**src/rtl/remote_arb_pkg.sv**
```systemverilog
// remote_arb_pkg: shared FSM state encoding and default acknowledge byte for remote_cmd_arbiter
package remote_arb_pkg;
    typedef enum logic [2:0] {IDLE, SEND, WAIT_SNT, WAIT_RESP, DONE} arb_state_t;
    localparam logic [7:0] ACK_DEFAULT = 8'hA5;
endpackage

```
**src/rtl/rr_arbiter.sv**
```systemverilog
// rr_arbiter: combinational round-robin pick of the first request at or after i_ptr (wrapping)
//   i_req  [N-1:0]  request levels
//   i_ptr  [IW-1:0] highest-priority index
//   o_gnt  [N-1:0]  one-hot winner (0 when no request)
//   o_idx  [IW-1:0] binary index of the winner
module rr_arbiter #(
    parameter int N = 4,
    localparam int IW = $clog2(N)
) (
    input  logic [N-1:0]  i_req,
    input  logic [IW-1:0] i_ptr,
    output logic [N-1:0]  o_gnt,
    output logic [IW-1:0] o_idx
);
    // Scan from the farthest offset down so the closest request to i_ptr overwrites last.
    always_comb begin
        o_gnt = '0;
        o_idx = '0;
        for (int k = N - 1; k >= 0; k--) begin
            if (i_req[(int'(i_ptr) + k) % N]) begin
                o_gnt = N'(1) << ((int'(i_ptr) + k) % N);
                o_idx = IW'((int'(i_ptr) + k) % N);
            end
        end
    end
endmodule

```
**src/rtl/remote_cmd_arbiter.sv**
```systemverilog
// remote_cmd_arbiter: round-robin sharing of one RemoteComm link with timeout retry and ACK check
//   clk, rst_n         clock, asynchronous active-low reset
//   i_req/i_req_cmd    per-requester request level and flattened 16-bit commands
//   o_gnt/o_done       one-hot grant while served, one-hot 1-cycle completion pulse
//   o_resp_out/o_ack_ok/o_timeout_err  result of last transaction, valid with o_done
//   o_cmd/o_snd_cmd    latched command and launch pulse to RemoteComm
//   i_cmd_snt/i_resp_rdy/i_resp        status and response from RemoteComm
module remote_cmd_arbiter
    import remote_arb_pkg::*;
#(
    parameter int          NUM_REQ     = 4,
    parameter int          TIMEOUT_CYC = 1_000_000,
    parameter int          MAX_RETRY   = 2,
    parameter logic [7:0]  ACK_BYTE    = ACK_DEFAULT
) (
    input  logic                  clk,
    input  logic                  rst_n,
    input  logic [NUM_REQ-1:0]    i_req,
    input  logic [NUM_REQ*16-1:0] i_req_cmd,
    output logic [NUM_REQ-1:0]    o_gnt,
    output logic [NUM_REQ-1:0]    o_done,
    output logic [7:0]            o_resp_out,
    output logic                  o_ack_ok,
    output logic                  o_timeout_err,
    output logic [15:0]           o_cmd,
    output logic                  o_snd_cmd,
    input  logic                  i_cmd_snt,
    input  logic                  i_resp_rdy,
    input  logic [7:0]            i_resp
);
    localparam int IW = $clog2(NUM_REQ);
    localparam int TW = $clog2(TIMEOUT_CYC + 1);
    localparam int RW = (MAX_RETRY > 0) ? $clog2(MAX_RETRY + 1) : 1;

    arb_state_t          r_state, w_next;
    logic [IW-1:0]       r_ptr, r_idx, w_idx;
    logic [NUM_REQ-1:0]  r_gnt, w_gnt;
    logic [15:0]         r_cmd;
    logic [TW-1:0]       r_tmo;
    logic [RW-1:0]       r_retry;
    logic [7:0]          r_resp;
    logic                r_ack, r_terr;
    logic                w_waiting, w_load, w_resp_hit, w_tmo_hit, w_retry, w_fail;

    rr_arbiter #(.N(NUM_REQ)) u_rr (
        .i_req (i_req),
        .i_ptr (r_ptr),
        .o_gnt (w_gnt),
        .o_idx (w_idx)
    );

    assign w_waiting  = (r_state == WAIT_SNT) || (r_state == WAIT_RESP);
    assign w_load     = (r_state == IDLE) && |i_req;
    assign w_resp_hit = w_waiting && i_resp_rdy;
    // A response arriving in the expiry cycle takes precedence over the timeout.
    assign w_tmo_hit  = w_waiting && !i_resp_rdy && (r_tmo == TW'(TIMEOUT_CYC));
    assign w_retry    = w_tmo_hit && (r_retry < RW'(MAX_RETRY));
    assign w_fail     = w_tmo_hit && !w_retry;

    always_ff @(posedge clk or negedge rst_n) begin
        if (!rst_n) r_state <= IDLE;
        else        r_state <= w_next;
    end

    always_comb begin
        w_next = r_state;
        case (r_state)
            IDLE:      w_next = |i_req ? SEND : IDLE;
            SEND:      w_next = WAIT_SNT;
            WAIT_SNT:  w_next = (w_resp_hit || w_fail) ? DONE : w_retry ? SEND : i_cmd_snt ? WAIT_RESP : WAIT_SNT;
            WAIT_RESP: w_next = (w_resp_hit || w_fail) ? DONE : w_retry ? SEND : WAIT_RESP;
            DONE:      w_next = IDLE;
            default:   w_next = IDLE;
        endcase
    end

    always_ff @(posedge clk or negedge rst_n) begin
        if (!rst_n) begin
            r_ptr   <= '0;
            r_idx   <= '0;
            r_gnt   <= '0;
            r_cmd   <= '0;
            r_tmo   <= '0;
            r_retry <= '0;
            r_resp  <= '0;
            r_ack   <= 1'b0;
            r_terr  <= 1'b0;
        end else begin
            if (w_load) begin
                r_gnt   <= w_gnt;
                r_idx   <= w_idx;
                r_cmd   <= i_req_cmd[{w_idx, 4'b0000} +: 16];
                r_retry <= '0;
            end
            if (r_state == SEND)  r_tmo <= '0;
            else if (w_waiting)   r_tmo <= r_tmo + 1'b1;
            if (w_retry)          r_retry <= r_retry + 1'b1;
            if (w_resp_hit) begin
                r_resp <= i_resp;
                r_ack  <= (i_resp == ACK_BYTE);
                r_terr <= 1'b0;
            end
            if (w_fail) begin
                r_resp <= 8'h00;
                r_ack  <= 1'b0;
                r_terr <= 1'b1;
            end
            if (r_state == DONE) begin
                r_gnt <= '0;
                r_ptr <= (r_idx == IW'(NUM_REQ - 1)) ? '0 : r_idx + 1'b1;
            end
        end
    end

    assign o_gnt         = r_gnt;
    assign o_done        = (r_state == DONE) ? r_gnt : '0;
    assign o_snd_cmd     = (r_state == SEND);
    assign o_cmd         = r_cmd;
    assign o_resp_out    = r_resp;
    assign o_ack_ok      = r_ack;
    assign o_timeout_err = r_terr;
endmodule

```
**config.mk**
```make
export PLATFORM = sky130hd
export DESIGN_NAME = remote_cmd_arbiter
export DESIGN_NICKNAME = d
export VERILOG_FILES = /design/src/rtl/remote_arb_pkg.sv /design/src/rtl/rr_arbiter.sv /design/src/rtl/remote_cmd_arbiter.sv
export SDC_FILE = /design/constraint.sdc
export NUM_CORES = 1
export LEC_CHECK = 0
export BUFFER_PORTS_ARGS = -buffer_cell sky130_fd_sc_hd__clkbuf_2
export CAP_MARGIN = 15
export CORE_ASPECT_RATIO = 0.9
export CORE_UTILIZATION = 56
export DETAILED_ROUTE_END_ITERATION = 8
export PLACE_DENSITY = 0.9
export SLEW_MARGIN = 20
export SYNTH_ARGS = -nofsm -noshare
export SYNTH_HDL_FRONTEND = slang
export SYNTH_SLANG_ARGS = --single-unit
```
**constraint.sdc**
```tcl
create_clock -name clk -period 5.2 [get_ports clk]
set_input_delay 1.04 -clock clk [delete_from_list [all_inputs] [get_ports clk]]
set_output_delay 1.04 -clock clk [all_outputs]
set_load 0.01 [all_outputs]
```
==> run metrics, run 1 <==
crit end category flip-flop; Final min period 4.162 ns; EDFF count, synth 0; vias per cell 6.479; RSZ-0062 raised after global routing no; relative slew slack 0.3575; number of core rows 27; Port Buffer Count 114; CP arrival 4.38 ns; DPL Wire Length 7.087 mm; Total Power 0.002597 W; commonest non-fill, non-tap cells in the layout clkbuf_2 (114), dfrtp_1 (59), nand2_1 (39); CP Launch Point r_ptr[0]; fin crit share 0.8003; vias in the first global route 3671; main combinational cell family by area after synthesis simple AND/OR/NAND/NOR gates; initial antenna violation count 0; area grow syn2layout 21.82%; Power Dens Cells 565.9 nW/µm²; Worst-Margin Slew 0.9638 ns; drt first pass iters 5; IR drop worst, VDD 0.3142 mV; Synth Instances 407; startpoint types flip-flop; DIE AREA 7060 µm²; Final Max Slew Viols 0; Post-DRT Antenna Nets 0; Final TNS setup 0 ns; Overflow after GRT 0; chip height 79.81 µm; Max Freq 240.3 MHz; Sinks on Clock Net 59; critical path type flip-flop to flip-flop; final setup violation count 0; Reg2Reg Setup Slack 1.04 ns; Pleak 2.189 nW; commonest non-fill, non-tap cell in the layout clkbuf_2; compound-gate portion of the synthesized area 0.1661; CP Max Fanout 28; Layout Nets 596; worst skew pair latency 0.33 ns; share of synthesized flip-flops with an asynchronous set or reset 1.000; chip width 88.46 µm; antenna cells 0; Reg-to-Reg End o_cmd[0]; Hold Crit Class flip-flop to flip-flop; Seq/Total Area, Yosys 0.3919; PostCTS Resize Cnt 0; hold path start o_timeout_err; synth unique cells 53; Most used DFF post-synth dfrtp_1; post-synthesis mux area share 0.06244; CTS buffer count 9; Core Box Area 6317 µm²; drt initial violations 455; Post-Place Worst Slack 1.206 ns; CP required 5.42 ns; fin worst setup slack 1.038 ns; Initial Util 0.5964; share of layout cells above drive strength 1 0.2980; Final Hold Vio Count 0; CTS root buffer clkbuf_8; synthesized area 3767 µm²; I/O pin cnt 115; R2R Path Start r_ptr[0]; post-place instance area 4347 µm²; syn_nets 498; status completed; hold depth 1; Hold Slack 0.4847 ns; vias post-DR 3868; hold-fix buffers at CTS 0; simple-gate portion of the synthesized area 0.2547; postcts setup bufs 0; total track usage 0.3167; DR WL/cell 17.43 µm; post-route cell area 4589 µm²; Post-Synth XOR/XNOR Area 0.04185; Post-Synth Adder-Cell Area 0.03653; largest net degree at the start of global routing 60; CTS tree yes; synthesized area per cell 9.256 µm²; final WL 10.40 mm; maxcap violations 0; Clock Skew 0.01108 ns; Hold Path End o_timeout_err; Placer Congestion 0.9279; Max Root-Sink Buffers 2; Yosys reg bits 59; H-tree depth 3; path depth of the worst reg2reg path 7; first-pass GRT wire length 17.26 mm; drc violations 0; CTS clk-pin slew, worst paths 0.07 ns; synth warn 0
[sequential cells by signal (all words and copies together), names as in the netlist]
name           count
o_ack_ok           1
o_cmd             16
o_gnt              4
o_resp_out         8
o_timeout_err      1
r_idx              2
r_ptr              2
r_retry            2
r_state            3
r_tmo             20
[worst max path at each step]
stage                            to
after detailed placement   o_cmd[0]
after global placement     o_cmd[0]
after CTS                  o_cmd[0]
after global routing       o_cmd[0]
after floorplan           o_cmd[14]
final                      o_cmd[0]
[kinds of logic (layout without fill, tap and decap cells)]
group                      count (synthesis)  count (layout)
and+or+nand+nor                          179             179
AOI/OAI and AO/OA                         82              82
DFF                                       59              59
buffers and inverters                     39             142
muxes                                     19              19
xor gates and xnor gates                  18              18
adders and majority gates                 11              11
[worst max-delay path, cell delays in order, from the launching register on]
cell	delay (ns)
dfrtp_1	0.98
inv_1	0.35
ha_1	0.53
mux4_2	0.51
o211ai_2	0.56
nand3_2	0.45
mux2_2	0.42
o221a_2	0.23
[report_power, final]
part           leakage, nW  internal [W]  switching, W
registers            0.766      0.000601      0.000157
clock network        0.121      0.000320      0.000187
logic                 1.30      0.000509      0.000823
[through the flow]
stage	utilization	instances
final	0.7265	597
after floorplan	-	407
after CTS	0.7261	597
after global placement	0.6881	581
after detailed placement	0.6881	581
after global routing	0.7265	597
[Yosys cell counts (4+ instances only)]
cell      number  area share
a221oi_1       4      0.0093
nand3_1       19       0.025
inv_1          7      0.0070
clkbuf_1      24       0.024
nor2_1        33       0.033
a32oi_1        8       0.019
nor3_1         5      0.0066
o31ai_1       15       0.030
nand2b_1       5      0.0083
mux2_2         5       0.015
xnor2_1        4      0.0093
o221ai_1       5       0.012
nand2_1       39       0.039
buf_2          5      0.0066
nor2b_1        7       0.012
a211oi_1       5       0.010
mux2i_1       10       0.027
ha_1          11       0.037
nand4b_1      11       0.026
nor4_1         4      0.0066
and3_1        10       0.017
a21oi_1       19       0.025
dfrtp_1       59        0.39
xor2_1        14       0.033
nand4_1       35       0.058
[final cells by class]
class                      count  area, µm²
clock buffer                  10      127.6
tap                           87      108.9
clock inverter                 6      112.6
timing repair buffer         119      608.1
sequential                    59       1476
inverter                       7      26.28
multi-input combinational    309       2130
fill                         431       1728
[metal layers]
metal	part of all wire	vias up	global-route usage
li1	-	1735	-
met1	0.42	1855	0.4433
met2	0.45	239	0.4723
met3	0.091	39	0.06929
met4	0.030	0	0.1339
met5	0	-	0
(Power assumes the default switching activity.)
==> run 2, diff against run 1 <==
Settings changed: CORE_UTILIZATION 56 to 52, PLACE_DENSITY 0.9 to 0.85.
Clock period 5.2 ns to 4.1 ns, I/O delays scaled along.
==> run 2 against run 1 <==
Clock power grew 2%. Sequential share of layout area grew 0.20 points. Largest cell class unchanged. Largest power group unchanged. Routed wire length shrank 6.8%. Via count shrank 2.8%. Sequential power grew 22%. Global-route usage shrank 6.1 points. Total power grew 21%. Maximum frequency grew 16%. Setup slack lost 0.52 ns. Combinational power grew 29%. Core utilization shrank 7.9 points. Worst hold slack lost 0.0029 ns.
==> run metrics, run 2 (synthesis gave the netlist of run 1 again) <==
critical path type flip-flop to flip-flop; CP arrival 3.81 ns; drc violations 0; fin crit share 0.8728; Clk network pwr share 0.165; CP Max Fanout 16; antenna cells 0; hold depth 1; Hold Crit Class flip-flop to flip-flop; drt first pass iters 5; CTS root buffer clkbuf_8; crit end category flip-flop; Post-DRT Antenna Nets 0; Biggest register r_tmo; worst skew pair latency 0.34 ns; drt initial violations 270; status completed; Clock Skew 0.008423 ns; hold-fix buffers at CTS 0; Final TNS setup 0 ns; number of flip-flops in the largest register 20; Logic pwr share 0.542; number of core rows 29; Worst-Margin Slew 0.9571 ns; startpoint types flip-flop; vias post-DR 3759; area grow syn2layout 21.06%; IR drop worst, VDD 0.3893 mV; DPL Wire Length 6.931 mm; largest net degree at the start of global routing 38; first-pass GRT wire length 15.28 mm; Highest Signal Layer met4; CTS tree yes; postcts setup bufs 0; PostCTS Resize Cnt 0; total track usage 0.2555; H-tree depth 3; internal power 0.001696 W; chip height 82.75 µm; NetSw 0.001453 W; maxcap violations 0; met3 WL 659 µm; Placer Congestion 0.9149; CTS clk-pin slew, worst paths 0.07 ns; Sequential Power Share 0.292; final setup violation count 0; Max Root-Sink Buffers 2; switching part of the total 0.4614; Max Freq 279.4 MHz; Port Buffer Count 114; initial antenna violation count 0; Core Box Area 7039 µm²; critical path's largest stage delay 0.66 ns; Total Power 0.003149 W; CP required 4.33 ns; CTS buffer count 9; M1 wire length 4.304 mm; Overflow after GRT 0; I/O pin cnt 115; share of layout cells above drive strength 1 0.2994; Layout Nets 598; RSZ-0062 raised after global routing no; vias in the first global route 3256; fillers 604; Power Dens Cells 690.4 nW/µm²; Final Max Slew Viols 0; Initial Util 0.5352; vias per cell 6.224; Pleak 2.169 nW; Critical-path top delay cell dfrtp_1; DIE AREA 7590 µm²; commonest non-fill, non-tap cells in the layout clkbuf_2 (114), dfrtp_1 (59), nand2_1 (39); Final Hold Vio Count 0; final WL 9.700 mm; Sinks on Clock Net 59; commonest non-fill, non-tap cell in the layout clkbuf_2; met2 wire length 4.555 mm; DR WL/cell 16.06 µm; crit-path cells inv_1, ha_1, mux4_2, o211ai_2, nand3_2, mux2_2, o221a_2; path depth of the worst reg2reg path 7; relative slew slack 0.3619; chip width 91.72 µm; Final min period 3.579 ns
-- run 2: cell count changes in the layout (fill, tap and decap cells not counted), sizes merged --
cell / before / now
clkinvlp: 0 / 2
buf: 5 / 7
clkbuf: 124 / 123
inv: 8 / 7
bufinv: 3 / 1
clkinv: 2 / 3
-- run 2: through the flow --
stage | cell area (µm²) | std cells | hold slack (ns) | utilization | setup slack (ns)
floorplan | 3767 | 407 | 0.4451 | - | 0.8731
global placement | 4369 | 589 | 0.4586 | 0.6207 | 0.7791
detailed placement | 4369 | 589 | 0.4690 | 0.6207 | 0.6161
CTS | 4561 | 604 | 0.4866 | 0.6479 | 0.6027
global route | 4561 | 604 | 0.5100 | 0.6479 | 0.2923
finish | 4561 | 604 | 0.4818 | 0.6479 | 0.5214
-- run 2: layer usage --
| metal | up-vias | global-route usage |
|---|---|---|
| li1 | 1739 | - |
| met1 | 1820 | 0.3576 |
| met2 | 180 | 0.3865 |
| met3 | 20 | 0.05952 |
| met4 | 0 | 0.1016 |
| met5 | - | 0 |
-- run 2: worst max-delay path, delay by kind of cell, from the launching register on --
family / cells / cell delay (ns)
mux: 2 / 0.92
fa+ha+maj: 1 / 0.48
flops: 1 / 0.66
simple gates: 1 / 0.44
compound gates: 2 / 0.76
buf+inv: 1 / 0.20
-- run 2: path summary, 6_finish.rpt --
| check | to | slack [ns] | from |
|---|---|---|---|
| worst max-delay path | o_cmd[0] | 0.52 | r_ptr[1] |
| worst min-delay path | o_timeout_err | 0.48 | o_timeout_err |
| worst max register to register | o_cmd[0] | 0.52 | r_ptr[1] |
| worst min register to register | o_timeout_err | 0.48 | o_timeout_err |
| max in group asynchronous | r_tmo[10] | 2.62 | rst_n |
| min in group asynchronous | o_cmd[7] | 0.62 | rst_n |
-- run 2: area by class of cell --
cell class	count	area, µm²	area share
tap	93	116.4	0.02551
multi-input combinational	309	2127	0.4664
sequential	59	1476	0.3237
clock inverter	6	67.56	0.01481
timing repair buffer	121	623.1	0.1366
inverter	7	26.28	0.005761
clock buffer	9	123.9	0.02716
-- run 2: power by group through the flow --
stage	combinational, W	clock, W	sequential (W)
after detailed placement	0.00167	0	0.000922
after CTS	0.00168	0.000525	0.000915
after global placement	0.00162	0	0.000913
final	0.00171	0.000520	0.000921
after global routing	0.00188	0.000555	0.000948
after floorplan	0.00122	0	0.000936
==> run 3, diff against run 2 <==
Settings changed: CORE_UTILIZATION 52 to 56, PLACE_DENSITY 0.85 to 0.9.
Clock period 4.1 ns to 4.29 ns, I/O delays scaled along.
==> run 3 against run 2 <==
Cell count down 0.99%. Sequential power down 4.6%. Global-route usage rose by 5.3 points. Flip-flop and latch count stayed put. Worst hold slack better by 0.0076 ns. Critical path type unchanged. Clock-buffer cell count is 2 higher. Highest routed layer unchanged. Largest power group unchanged.
==> run metrics, run 3 (synthesis gave the netlist of run 1 again) <==
critical path's largest stage delay 0.64 ns; commonest non-fill, non-tap cell in the layout clkbuf_2; Biggest register r_tmo; Initial Util 0.5964; chip width 88.46 µm; Hold Slack 0.4894 ns; Max Freq 278.8 MHz; CP Max Fanout 16; chip height 79.81 µm; Reg2Reg Setup Slack 0.70 ns; antenna cells 0; Sinks on Clock Net 59; drc violations 0; maxcap violations 0; CTS tree yes; worst skew pair latency 0.35 ns; status completed; fin crit share 0.8359; CTS clk-pin slew, worst paths 0.07 ns; number of core rows 27; crit-path cells inv_1, ha_1, mux4_2, o211ai_2, nand3_2, mux2_2, o221a_2; H-tree depth 3; cell family with the largest share of critical-path delay multiplexers; Final Max Slew Viols 0; drt first pass iters 5; CP required 4.52 ns; DR WL/cell 17.19 µm; hold-fix buffers at CTS 0; CP arrival 3.82 ns; final WL 10.28 mm; Hold Crit Class flip-flop to flip-flop; Max Root-Sink Buffers 2; Overflow after GRT 0; vias post-DR 3788; Post-DRT Antenna Nets 0; PostCTS Resize Cnt 0; DIE AREA 7060 µm²; Power Dens Cells 678.9 nW/µm²; crit path to o_cmd[0]; startpoint types flip-flop; DPL Wire Length 7.308 mm; Final Hold Vio Count 0; Critical-path top delay cell dfrtp_1; initial antenna violation count 0; Core Box Area 6317 µm²; path depth of the worst reg2reg path 7; final setup violation count 0; Placer Congestion 0.8910; Final min period 3.586 ns; vias per cell 6.334; Pleak 2.194 nW; first-pass GRT wire length 16.77 mm; Clock Skew 0.01208 ns; total track usage 0.3083; R2R Path Start r_ptr[1]; critical path type flip-flop to flip-flop; CTS root buffer clkbuf_8; area grow syn2layout 21.82%; Final TNS setup 0 ns; met3 WL 854 µm; drt initial violations 270; Critical Path Stages 7; RSZ-0062 raised after global routing no; M1 wire length 4.337 mm; largest net degree at the start of global routing 45; Port Buffer Count 114; commonest non-fill, non-tap cells in the layout clkbuf_2 (113), dfrtp_1 (59), nand2_1 (39); CP Launch Point r_ptr[1]; IR drop worst, VDD 0.3961 mV; crit end category flip-flop; Layout Nets 598; met2 wire length 4.889 mm; relative slew slack 0.4630; CTS buffer count 9; Highest Signal Layer met4; fillers 458; I/O pin cnt 115; number of flip-flops in the largest register 20; Reg-to-Reg End o_cmd[0]; postcts setup bufs 0; CP bufs+invs 1; share of layout cells above drive strength 1 0.2994; vias in the first global route 3460; Worst-Margin Slew 0.8025 ns
## run 3: cell count changes in the layout (fill, tap and decap cells not counted)
cell / before / now
clkbuf_8: 9 / 11
clkbuf_2: 114 / 113
clkinvlp_4: 2 / 0
clkinv_4: 2 / 1
bufinv_16: 1 / 2
buf_4: 7 / 8
## run 3: area by class of cell
| type | count | area, µm² | share of cell area |
|---|---|---|---|
| multi-input cells | 309 | 2127 | 0.4635 |
| flip-flops and latches | 59 | 1476 | 0.3217 |
| clock inverters | 4 | 73.82 | 0.01609 |
| clock buffers | 11 | 151.4 | 0.03299 |
| repair buffers | 121 | 625.6 | 0.1363 |
| inverters | 7 | 26.28 | 0.005725 |
| well taps | 87 | 108.9 | 0.02372 |
## run 3: worst register-to-register path, stage by stage (launching register included)
cell	delay, ns
dfrtp_1	0.64
inv_1	0.21
ha_1	0.47
mux4_2	0.51
o211ai_2	0.56
nand3_2	0.45
mux2_2	0.42
o221a_2	0.22
## run 3: worst min-delay path by stage
stage | endpoint | cells after the start | from | slack [ns]
2_1_floorplan | r_retry[0] | 1 | r_retry[0] | 0.45
3_3_place_gp | r_retry[0] | 1 | r_retry[0] | 0.46
3_5_place_dp | o_timeout_err | 1 | o_timeout_err | 0.47
4_1_cts | o_timeout_err | 1 | o_timeout_err | 0.49
5_1_grt | r_retry[0] | 1 | r_retry[0] | 0.53
6_report | o_timeout_err | 1 | o_timeout_err | 0.49
## run 3: metrics by stage
step                      instances  power, W  setup WS (ns)    util  area, µm²
after floorplan                 407  0.002059          1.063       -       3767
after global placement          583  0.002414         0.9584  0.6904       4362
after detailed placement        583  0.002492         0.7760  0.6904       4362
after CTS                       598  0.003087         0.7502  0.7261       4587
after global routing            598  0.003330         0.4643  0.7265       4589
final                           598  0.003116         0.7038  0.7265       4589
## run 3: where the power goes
group / switching [W] / leakage [nW] / internal, W
registers: 0.000150 / 0.766 / 0.000729
clock network: 0.000231 / 0.115 / 0.000356
logic: 0.00103 / 1.31 / 0.000625
total: 0.00141 / 2.19 / 0.00171
## run 3: per-layer routing
layer | vias to the layer above | GRT usage
met4 | 0 | 0.08871
met2 | 196 | 0.4738
met5 | - | 0
met1 | 1829 | 0.4257
li1 | 1733 | -
met3 | 30 | 0.08376
